### config.mk
export PLATFORM = sky130hd
export DESIGN_NAME = fwd_scoreboard
export DESIGN_NICKNAME = d
export VERILOG_FILES = /design/src/rtl/fwd_scoreboard_pkg.sv /design/src/rtl/fwd_lookup.sv /design/src/rtl/fwd_scoreboard.sv
export SDC_FILE = /design/constraint.sdc
export NUM_CORES = 1
export LEC_CHECK = 0
export BUFFER_PORTS_ARGS = -buffer_cell sky130_fd_sc_hd__clkbuf_2
export CAP_MARGIN = 20
export CELL_PAD_IN_SITES_DETAIL_PLACEMENT = 0
export CELL_PAD_IN_SITES_GLOBAL_PLACEMENT = 2
export CORE_MARGIN = 5
export CORE_UTILIZATION = 33
export CTS_CLUSTER_SIZE = 24
export DETAILED_ROUTE_END_ITERATION = 12
export PLACE_DENSITY_LB_ADDON = 0.3
export SYNTH_ARGS = -nofsm -noshare
export SYNTH_HDL_FRONTEND = slang
export SYNTH_SLANG_ARGS = --single-unit
### constraint.sdc
create_clock -name clk_i -period 5.8 [get_ports clk_i]
set_input_delay 0.87 -clock clk_i [delete_from_list [all_inputs] [get_ports clk_i]]
set_output_delay 0.87 -clock clk_i [all_outputs]
set_load 0.01 [all_outputs]
### src/rtl/fwd_scoreboard_pkg.sv
// Shared types and constants for the forwarding scoreboard and its per-port lookup.
package fwd_scoreboard_pkg;

    // Select value that means "take the register-file read data".
    localparam int SEL_RF = 0;

    // Per-entry status record. rd/data widths follow the module parameters, so they are kept beside it.
    typedef struct packed {
        logic valid;
        logic dvld;
    } entry_flags_t;

    function automatic int sel_bits(input int depth);
        return $clog2(depth + 1);
    endfunction

endpackage

### src/rtl/fwd_lookup.sv
// Priority match of one operand address against the in-flight producer entries.
module fwd_lookup
    import fwd_scoreboard_pkg::*;
#(
    parameter int WIDTH  = 32,
    parameter int ADDR_W = 5,
    parameter int DEPTH  = 3,
    parameter int SW     = 2
) (
    input  logic [ADDR_W-1:0]       addr_i,
    input  logic [WIDTH-1:0]        rf_data_i,
    input  logic [DEPTH-1:0]        vld_i,
    input  logic [DEPTH-1:0]        dvld_i,
    input  logic [DEPTH*ADDR_W-1:0] rd_i,
    input  logic [DEPTH*WIDTH-1:0]  data_i,
    output logic [WIDTH-1:0]        data_o,
    output logic [SW-1:0]           sel_o,
    output logic                    stall_o
);

    // Scan oldest to youngest so the youngest match overwrites any older one.
    always_comb begin
        data_o  = rf_data_i;
        sel_o   = SW'(SEL_RF);
        stall_o = 1'b0;
        if (addr_i != '0) begin
            for (int k = DEPTH - 1; k >= 0; k--) begin
                if (vld_i[k] && (rd_i[k*ADDR_W +: ADDR_W] == addr_i)) begin
                    data_o  = data_i[k*WIDTH +: WIDTH];
                    sel_o   = SW'(k + 1);
                    stall_o = ~dvld_i[k];
                end
            end
        end
    end

endmodule

### src/rtl/fwd_scoreboard.sv
// Tracks in-flight producer results and forwards them to NRD operand read ports.
module fwd_scoreboard
    import fwd_scoreboard_pkg::*;
#(
    parameter int WIDTH  = 32,
    parameter int ADDR_W = 5,
    parameter int DEPTH  = 3,
    parameter int NRD    = 2
) (
    input  logic                                clk_i,
    input  logic                                rst_i,
    input  logic                                advance_i,
    input  logic                                flush_i,
    input  logic                                iss_vld_i,
    input  logic [ADDR_W-1:0]                   iss_rd_i,
    input  logic [WIDTH-1:0]                    iss_data_i,
    input  logic                                iss_dvld_i,
    input  logic                                fill_vld_i,
    input  logic [$clog2(DEPTH)-1:0]            fill_stage_i,
    input  logic [WIDTH-1:0]                    fill_data_i,
    input  logic [NRD*ADDR_W-1:0]               rd_addr_i,
    input  logic [NRD*WIDTH-1:0]                rd_data_i,
    output logic [NRD*WIDTH-1:0]                fw_data_o,
    output logic [NRD*$clog2(DEPTH+1)-1:0]      fw_sel_o,
    output logic                                stall_o
);

    localparam int FSW = $clog2(DEPTH);
    localparam int SW  = sel_bits(DEPTH);

    entry_flags_t [DEPTH-1:0]             flags_q, flags_d;
    logic         [DEPTH-1:0][ADDR_W-1:0] rd_q, rd_d;
    logic         [DEPTH-1:0][WIDTH-1:0]  data_q, data_d;

    logic [DEPTH-1:0] vld_vec;
    logic [DEPTH-1:0] dvld_vec;
    logic [NRD-1:0]   port_stall;

    always_comb begin
        flags_d = flags_q;
        rd_d    = rd_q;
        data_d  = data_q;

        if (advance_i) begin
            for (int k = 1; k < DEPTH; k++) begin
                flags_d[k] = flags_q[k-1];
                rd_d[k]    = rd_q[k-1];
                data_d[k]  = data_q[k-1];
            end
            flags_d[0].valid = iss_vld_i && (iss_rd_i != '0);
            flags_d[0].dvld  = iss_dvld_i;
            rd_d[0]          = iss_rd_i;
            data_d[0]        = iss_data_i;
        end

        // The fill names a pre-clock entry; on advance it lands where that entry moves to.
        if (fill_vld_i) begin
            if (!advance_i) begin
                for (int k = 0; k < DEPTH; k++) begin
                    if ((fill_stage_i == FSW'(k)) && flags_q[k].valid) begin
                        data_d[k]       = fill_data_i;
                        flags_d[k].dvld = 1'b1;
                    end
                end
            end else begin
                for (int k = 1; k < DEPTH; k++) begin
                    if ((fill_stage_i == FSW'(k - 1)) && flags_q[k-1].valid) begin
                        data_d[k]       = fill_data_i;
                        flags_d[k].dvld = 1'b1;
                    end
                end
            end
        end

        if (flush_i) begin
            for (int k = 0; k < DEPTH; k++) begin
                flags_d[k].valid = 1'b0;
            end
        end
    end

    always_ff @(posedge clk_i or negedge rst_i) begin
        if (!rst_i) begin
            flags_q <= '0;
        end else begin
            flags_q <= flags_d;
        end
    end

    // Payload is qualified by the valid flags, so it carries no reset.
    always_ff @(posedge clk_i) begin
        rd_q   <= rd_d;
        data_q <= data_d;
    end

    genvar gi;
    generate
        for (gi = 0; gi < DEPTH; gi++) begin : g_flags
            assign vld_vec[gi]  = flags_q[gi].valid;
            assign dvld_vec[gi] = flags_q[gi].dvld;
        end

        for (gi = 0; gi < NRD; gi++) begin : g_port
            fwd_lookup #(
                .WIDTH  (WIDTH),
                .ADDR_W (ADDR_W),
                .DEPTH  (DEPTH),
                .SW     (SW)
            ) u_lookup (
                .addr_i    (rd_addr_i[gi*ADDR_W +: ADDR_W]),
                .rf_data_i (rd_data_i[gi*WIDTH +: WIDTH]),
                .vld_i     (vld_vec),
                .dvld_i    (dvld_vec),
                .rd_i      (rd_q),
                .data_i    (data_q),
                .data_o    (fw_data_o[gi*WIDTH +: WIDTH]),
                .sel_o     (fw_sel_o[gi*SW +: SW]),
                .stall_o   (port_stall[gi])
            );
        end
    endgenerate

    assign stall_o = |port_stall;

endmodule

# == After elaboration in Yosys (flattened, before gate mapping) ==
# Cells that the tools add are included.
# word_totals
word_cells,87
register_bits,117
input_bits,152
# op_classes
mux,48
n_bitwise,3
reduce_logical,16
n_eq_ne,8
# op_table
op,count
two-way mux 32 bit,14
two-way mux 96 bit,2
two-way mux 64 bit,1
== test 5 bit,6
two-way mux 1 bit,22
two-way mux 2 bit,8
nonzero test 5 bit,3
logical AND 1 bit,10
two-way mux 6 bit,1
inverter 1 bit,3
== test 2 x 1 -> 1 bit (second input constant),1
== test 2 bit (second input constant),1
logical NOT 2 bit,1
nonzero test 2 bit,1
OR reduction 2 bit,1

# == Longest topological paths before layout ==
# Gate-level depths: netlist (run 1).
# logic_depth
depth_word,7
depth_mapped,8
ltp_nobuf,5

# == Hierarchy ==
# A second synthesis (run 1) with hierarchy kept.
# unflattened
hier_cells,919
area_unflattened_um2,8575.7
# by_module_without_submodules
mod,area_per_inst_um2,cells_per_inst,instances
fwd_scoreboard,5079.9,393,1
fwd_lookup,1747.9,263,2

# == Worst setup path after synthesis (run 1) ==
# No wires, ideal clock.
# synth_path
kind,input-to-output
startpoint,in rd_addr_i[9]
endpoint,out fw_data_o[48]
n_path_buf,2
arrival_time_ns,2.304
cell_stages,7
t_required_ns,4.930
path_slack_ns,2.626
path_cell_list,buf_4 > xor2_1 > nor4_4 > nand2_4 > buf_2 > mux2i_1 > o211ai_1
# synth_between
elab_chain_len,6
word_cells_on_any_way,11
# synth_rtl
item,line_no,rtl
"start, declared",fwd_scoreboard.sv:21,"input logic [NRD*ADDR_W-1:0] rd_addr_i,"
== test 5 bit,fwd_lookup.sv:28,if (vld_i[k] && (rd_i[k*ADDR_W +: ADDR_W] == addr_i)) begin
logical AND 1 bit,fwd_lookup.sv:28,
two-way mux 32 bit (3 in series),fwd_lookup.sv:28,
two-way mux 32 bit (*),fwd_lookup.sv:26,if (addr_i != '0) begin
"end, declared",fwd_scoreboard.sv:23,"output logic [NRD*WIDTH-1:0] fw_data_o,"
# Mark *: on every way between the ends. The rest lies on a longest branch, timed or not.

# == Final worst setup path (run 1) ==
# layout_path
startpoint,in rd_addr_i[5]
endpoint,out fw_data_o[62]
# Same word-level chain as after synthesis.

==> flow_metrics.env, run 1 <==
export IMPL_cts_sinks=117
export IMPL_drv_cap=0
export IMPL_worst_path_most_repeated_cell="clkbuf_2"
export IMPL_synth_edf_count=15
export IMPL_m1WireLength_um=14000
export IMPL_fin_skew_ps=17.2
export IMPL_path_buf_inv=2
export IMPL_tightest_slew_ps=1090
export IMPL_slew_viol_final=0
export IMPL_die_w_um=163
export IMPL_cp_slowest_stage_delay_ps=770
export IMPL_num_vias=7810
export IMPL_routed_wl_um=30800
export IMPL_yosys_warnings=0
export IMPL_start_util_pct=33.2
export IMPL_grt_max_degree=79
export IMPL_clkLatencyLatePin_ps=430
export IMPL_area_delta_synth_final_pct=23.9
export IMPL_setup_viol_count_final=0
export IMPL_cts_root_buf="clkbuf_16"
export IMPL_power_density_nw_per_um2=259
export IMPL_worst_path_stages=7
export IMPL_clk_path_buf_depth=2
export IMPL_first_global_vias=7840
export IMPL_met3WireLength_um=2050
export IMPL_grt_pass1_wl_um=46700
export IMPL_finalCritPeriodShare_pct=74.8
export IMPL_worst_path_max_fanout=23
export IMPL_setup_worst_path_start_class="input port"
export IMPL_ios=221
export IMPL_hold_viol_final=0
export IMPL_end_kind="output pin"
export IMPL_postCtsSetupBuffers=0
export IMPL_drtIter0Drc=684
export IMPL_seq_area_frac_synth_pct=32.5
export IMPL_irDropWorstVdd_mv=0.163
export IMPL_cpLargestDelayFamily="simple AND/OR/NAND/NOR gates"
export IMPL_reg2reg_depth=5
export IMPL_postSynth_asyncResetShare_pct=5.13
export IMPL_multiInputGateArea_um2=4800
export IMPL_syn_num_nets=1068
export IMPL_via_per_inst=5.48
export IMPL_status="finished, final reports clean"
export IMPL_syn_area_per_cell_um2=8.47
export IMPL_place_congestion=0.845
export IMPL_final_setup_tns_ps=0
export IMPL_ys_ff_latch=117
export IMPL_p_leak_nw=4.02
export IMPL_synthTopCellsByArea="dfxtp_1 (25%), mux2i_1 (18%), o211ai_1 (6.2%)"
export IMPL_fill_cells=2428
export IMPL_critPathSlowestCell="or2_1"
export IMPL_drc=0
export IMPL_clk_pin_slew_ps=60
export IMPL_die_h_um=163
export IMPL_num_rows=56
export IMPL_met2_length_um=13900
export IMPL_path_class="input port to output pin"
export IMPL_htreeDepth=4
export IMPL_required_ps=4930
export IMPL_hpwl_um=21100
export IMPL_synth_most_common_cell="mux2i_1"
export IMPL_post_route_min_period_ps=4340
export IMPL_fin_ws_ps=1460
export IMPL_core_um2=23300
export IMPL_io_buffers=220
export IMPL_relSlewSlack_pct=27.3
export IMPL_numCtsBuffers=17
export IMPL_synth_top_area_share_pct=24.8
export IMPL_cts_resized=0
export IMPL_synth_top_area_cell="dfxtp_1"
export IMPL_cts_hold_buf=0
export IMPL_min_path_type="input port to asynchronous set/reset pin"
export IMPL_regArea_um2=2520
export IMPL_finalNetCount=1245
export IMPL_layout_drive_gt1_share_pct=27.6
export IMPL_synth_distinct_cells=54
export IMPL_setup_worst_path_start="rd_addr_i[5]"
export IMPL_antenna_found_initial=1
export IMPL_syn_area_um2=7750
export IMPL_fp_dieArea_um2=26700
export IMPL_synth_ff_type="dfxtp_1"
export IMPL_grt_total_usage_pct=22.7
export IMPL_max_freq_mhz=230
export IMPL_first_pass_iters=5
export IMPL_synthCells=916
export IMPL_rsz0062_at_grt="no"
export IMPL_preCtsSetupSlack_ps=1480
export IMPL_grt_overflow_total=0
export IMPL_wl_per_cell_um=21.6
export IMPL_cts_tree="done"
export IMPL_highest_layer="met4"
export IMPL_cp_cell_sequence="clkbuf_2 -> xnor2_1 -> nand2_1 -> or2_1 -> nand2_4 -> o211ai_1 -> clkbuf_2"
export IMPL_crit_arrival_ps=3470
export IMPL_antenna_left=0
export IMPL_synth_common_cells="mux2i_1 (136), nand2_1 (114), dfxtp_1 (96)"
export IMPL_reg2reg_from="flags_q[3]"
-- through the flow --
step	area [µm²]	hold slack, ps	util [%]	power [mW]	std cells
global route	9610	268	41.2	2.61	1425
detailed placement	9040	525	38.7	1.46	1393
CTS	9610	261	41.2	2.51	1424
finish	9610	268	41.2	2.49	1425
floorplan	7750	480	-	1.27	916
global placement	9040	505	38.7	1.45	1393
-- cells by family after synthesis --
group	share of synthesized area, %
AO/OA/AOI/OAI	25.1
AND/OR/NAND/NOR	15.4
multiplexers	17.6
flip-flops	32.5
buffers and inverters	6.05
XOR/XNOR	3.39
-- layout make-up --
class / instances / share of cell area (%)
multi-input cells: 698 / 50.0
inverters: 23 / 0.899
well taps: 319 / 4.15
clock buffers: 21 / 4.79
flip-flops and latches: 117 / 26.3
clock inverters: 10 / 1.12
repair buffers: 236 / 12.8
diodes: 1 / 0.0260
-- state kept, by name, summed over array words and instances, names as in the netlist --
signal,cells
dvld_vec,3
data_q,96
flags_q,3
rd_q,15
-- power by group --
| part | internal [mW] | switching [mW] |
|---|---|---|
| combinational | 0.184 | 0.202 |
| sequential | 0.939 | 0.119 |
| clock | 0.648 | 0.395 |
-- cell usage in the layout, fill, tap and decap left out, types with 23 or more instances in the layout --
| master | n |
|---|---|
| clkbuf_2 | 219 |
| a31oi_1 | 24 |
| a21oi_1 | 40 |
| inv_1 | 23 |
| nand3_1 | 24 |
| nand2_1 | 114 |
| dfxtp_1 | 96 |
| o21ai_0 | 83 |
| o211ai_1 | 64 |
| nor2_1 | 36 |
| mux2i_1 | 136 |
-- final timing paths --
| check | endpoint | slack [ps] |
|---|---|---|
| max | fw_data_o[62] | 1460 |
| max in group asynchronous | flags_q[1] | 5360 |
| max reg2reg | data_q[48] | 4010 |
| min in group clk_i | rd_q[5] | 520 |
| min | flags_q[3] | 270 |
| min reg2reg | rd_q[5] | 520 |
-- metal layers --
| metal | GRT usage, % | vias to the layer above |
|---|---|---|
| met1 | 30.6 | 3683 |
| met5 | 0 | - |
| li1 | - | 3753 |
| met2 | 36.9 | 321 |
| met4 | 7.43 | 0 |
| met3 | 4.21 | 53 |
No activity file was read; power rests on OpenSTA's default activity.
==> inputs of run 2 (changes only) <==
- CORE_UTILIZATION: 33 -> 31
- clock period: 5.8 -> 4.5 ns (I/O delays scaled with it)
==> run 2 against run 1 <==
  * Critical path depth stayed put
  * Die area is 6.1% higher
  * Register-to-register slack worse by 1600 ps
==> flow_metrics.env, run 2 (synthesis gave the netlist of run 1 again) <==
export IMPL_fin_total_pwr_mw=3.18
export IMPL_place_congestion=0.806
export IMPL_postCtsSetupBuffers=0
export IMPL_finalCritPeriodShare_pct=83.3
export IMPL_cts_tree="done"
export IMPL_fin_ws_ps=753
export IMPL_cts_hold_buf=0
export IMPL_utilization_pct=39.6
export IMPL_tightest_slew_ps=1040
export IMPL_status="finished, final reports clean"
export IMPL_drv_cap=0
export IMPL_min_path_type="input port to asynchronous set/reset pin"
export IMPL_hold_viol_final=0
export IMPL_grt_total_usage_pct=21.9
export IMPL_num_rows=57
export IMPL_final_common_cell="clkbuf_2"
export IMPL_finalNetCount=1254
export IMPL_place_area_um2=9120
export IMPL_max_freq_mhz=267
export IMPL_clkLatencyLatePin_ps=420
export IMPL_htreeDepth=4
export IMPL_cts_root_buf="clkbuf_16"
export IMPL_final_cell_mix="clkbuf_2 (219), mux2i_1 (136), nand2_1 (114)"
export IMPL_path_class="register to output pin"
export IMPL_ios=221
export IMPL_final_setup_tns_ps=0
export IMPL_drc=0
export IMPL_clk_pin_slew_ps=60
export IMPL_post_route_min_period_ps=3750
export IMPL_hpwl_um=22000
export IMPL_required_ps=3830
export IMPL_preCtsSetupSlack_ps=815
export IMPL_numCtsBuffers=17
export IMPL_p_leak_nw=4.06
export IMPL_layout_drive_gt1_share_pct=28.3
export IMPL_num_vias=7860
export IMPL_relSlewSlack_pct=31.0
export IMPL_cts_sinks=117
export IMPL_power_density_nw_per_um2=328
export IMPL_first_global_vias=7899
export IMPL_rsz0062_at_grt="no"
export IMPL_antenna_found_initial=1
export IMPL_largest_register="data_q"
export IMPL_setup_viol_count_final=0
export IMPL_setup_worst_path_start_class="register"
export IMPL_antenna_left=0
export IMPL_biggestRegsByFlops="data_q x96, rd_q x15"
export IMPL_fin_skew_ps=8.26
export IMPL_slew_viol_final=0
export IMPL_worst_path_max_fanout=11
export IMPL_fin_area_um2=9700
export IMPL_grt_pass1_wl_um=48300
export IMPL_end_kind="output pin"
export IMPL_fp_dieArea_um2=28300
export IMPL_crit_arrival_ps=3070
export IMPL_start_util_pct=31.7
export IMPL_via_per_inst=5.46
export IMPL_largest_reg_flops=96
export IMPL_grt_max_degree=89
export IMPL_die_w_um=168
export IMPL_grt_overflow_total=0
export IMPL_wl_per_cell_um=22.1
export IMPL_cts_resized=0
export IMPL_area_delta_synth_final_pct=25.0
export IMPL_clk_path_buf_depth=2
export IMPL_first_pass_iters=5
export IMPL_core_um2=24500
export IMPL_irDropWorstVdd_mv=0.169
export IMPL_io_buffers=220
export IMPL_die_h_um=168
export IMPL_drtIter0Drc=627
export IMPL_routed_wl_um=31800
## run 2: worst paths after layout
path	from	endpoint	cells past startpoint	slack, ps
worst max-delay path	rd_q[8]	fw_data_o[10]	7	750
worst min-delay path	rst_i	flags_q[1]	1	80
worst max register to register	flags_q[3]	data_q[50]	5	2400
worst min register to register	dvld_vec[2]	dvld_vec[2]	2	520
max in group asynchronous	rst_i	dvld_vec[1]	1	4260
min in group clk_i	iss_rd_i[4]	rd_q[4]	1	440
## run 2: worst max-delay path: stages (launching register included)
cell,delay (ps)
edfxtp_1,450
xnor2_1,230
and4_1,470
nand2_1,400
buf_4,320
a311oi_1,430
o211ai_1,170
clkbuf_2,160
## run 2: stage by stage
stage	std cells	hold WS, ps
floorplan	916	379
global placement	1406	498
detailed placement	1406	515
CTS	1438	67.7
global route	1440	73.1
finish	1440	75.4
## run 2: power by group
part           internal, mW  switching (mW)  total [mW]
registers              1.21           0.153        1.36
clock network         0.761           0.554        1.31
logic                 0.239           0.264       0.503
## run 2: metal layers
metal	up-vias	global-route usage, %	share of wire [%]
met5	-	0	0
met2	268	35.2	46
li1	3782	-	-
met3	35	3.45	5.8
met1	3775	30.6	46
met4	0	6.10	1.6
## run 2: final cells by class
cell class,count,area (µm²)
clock buffer,17,425
antenna,1,2.50
tap,324,405
sequential,117,2520
timing repair buffer,245,1320
inverter,23,86.3
multi-input combinational,698,4800
clock inverter,15,131
fill,2578,14800
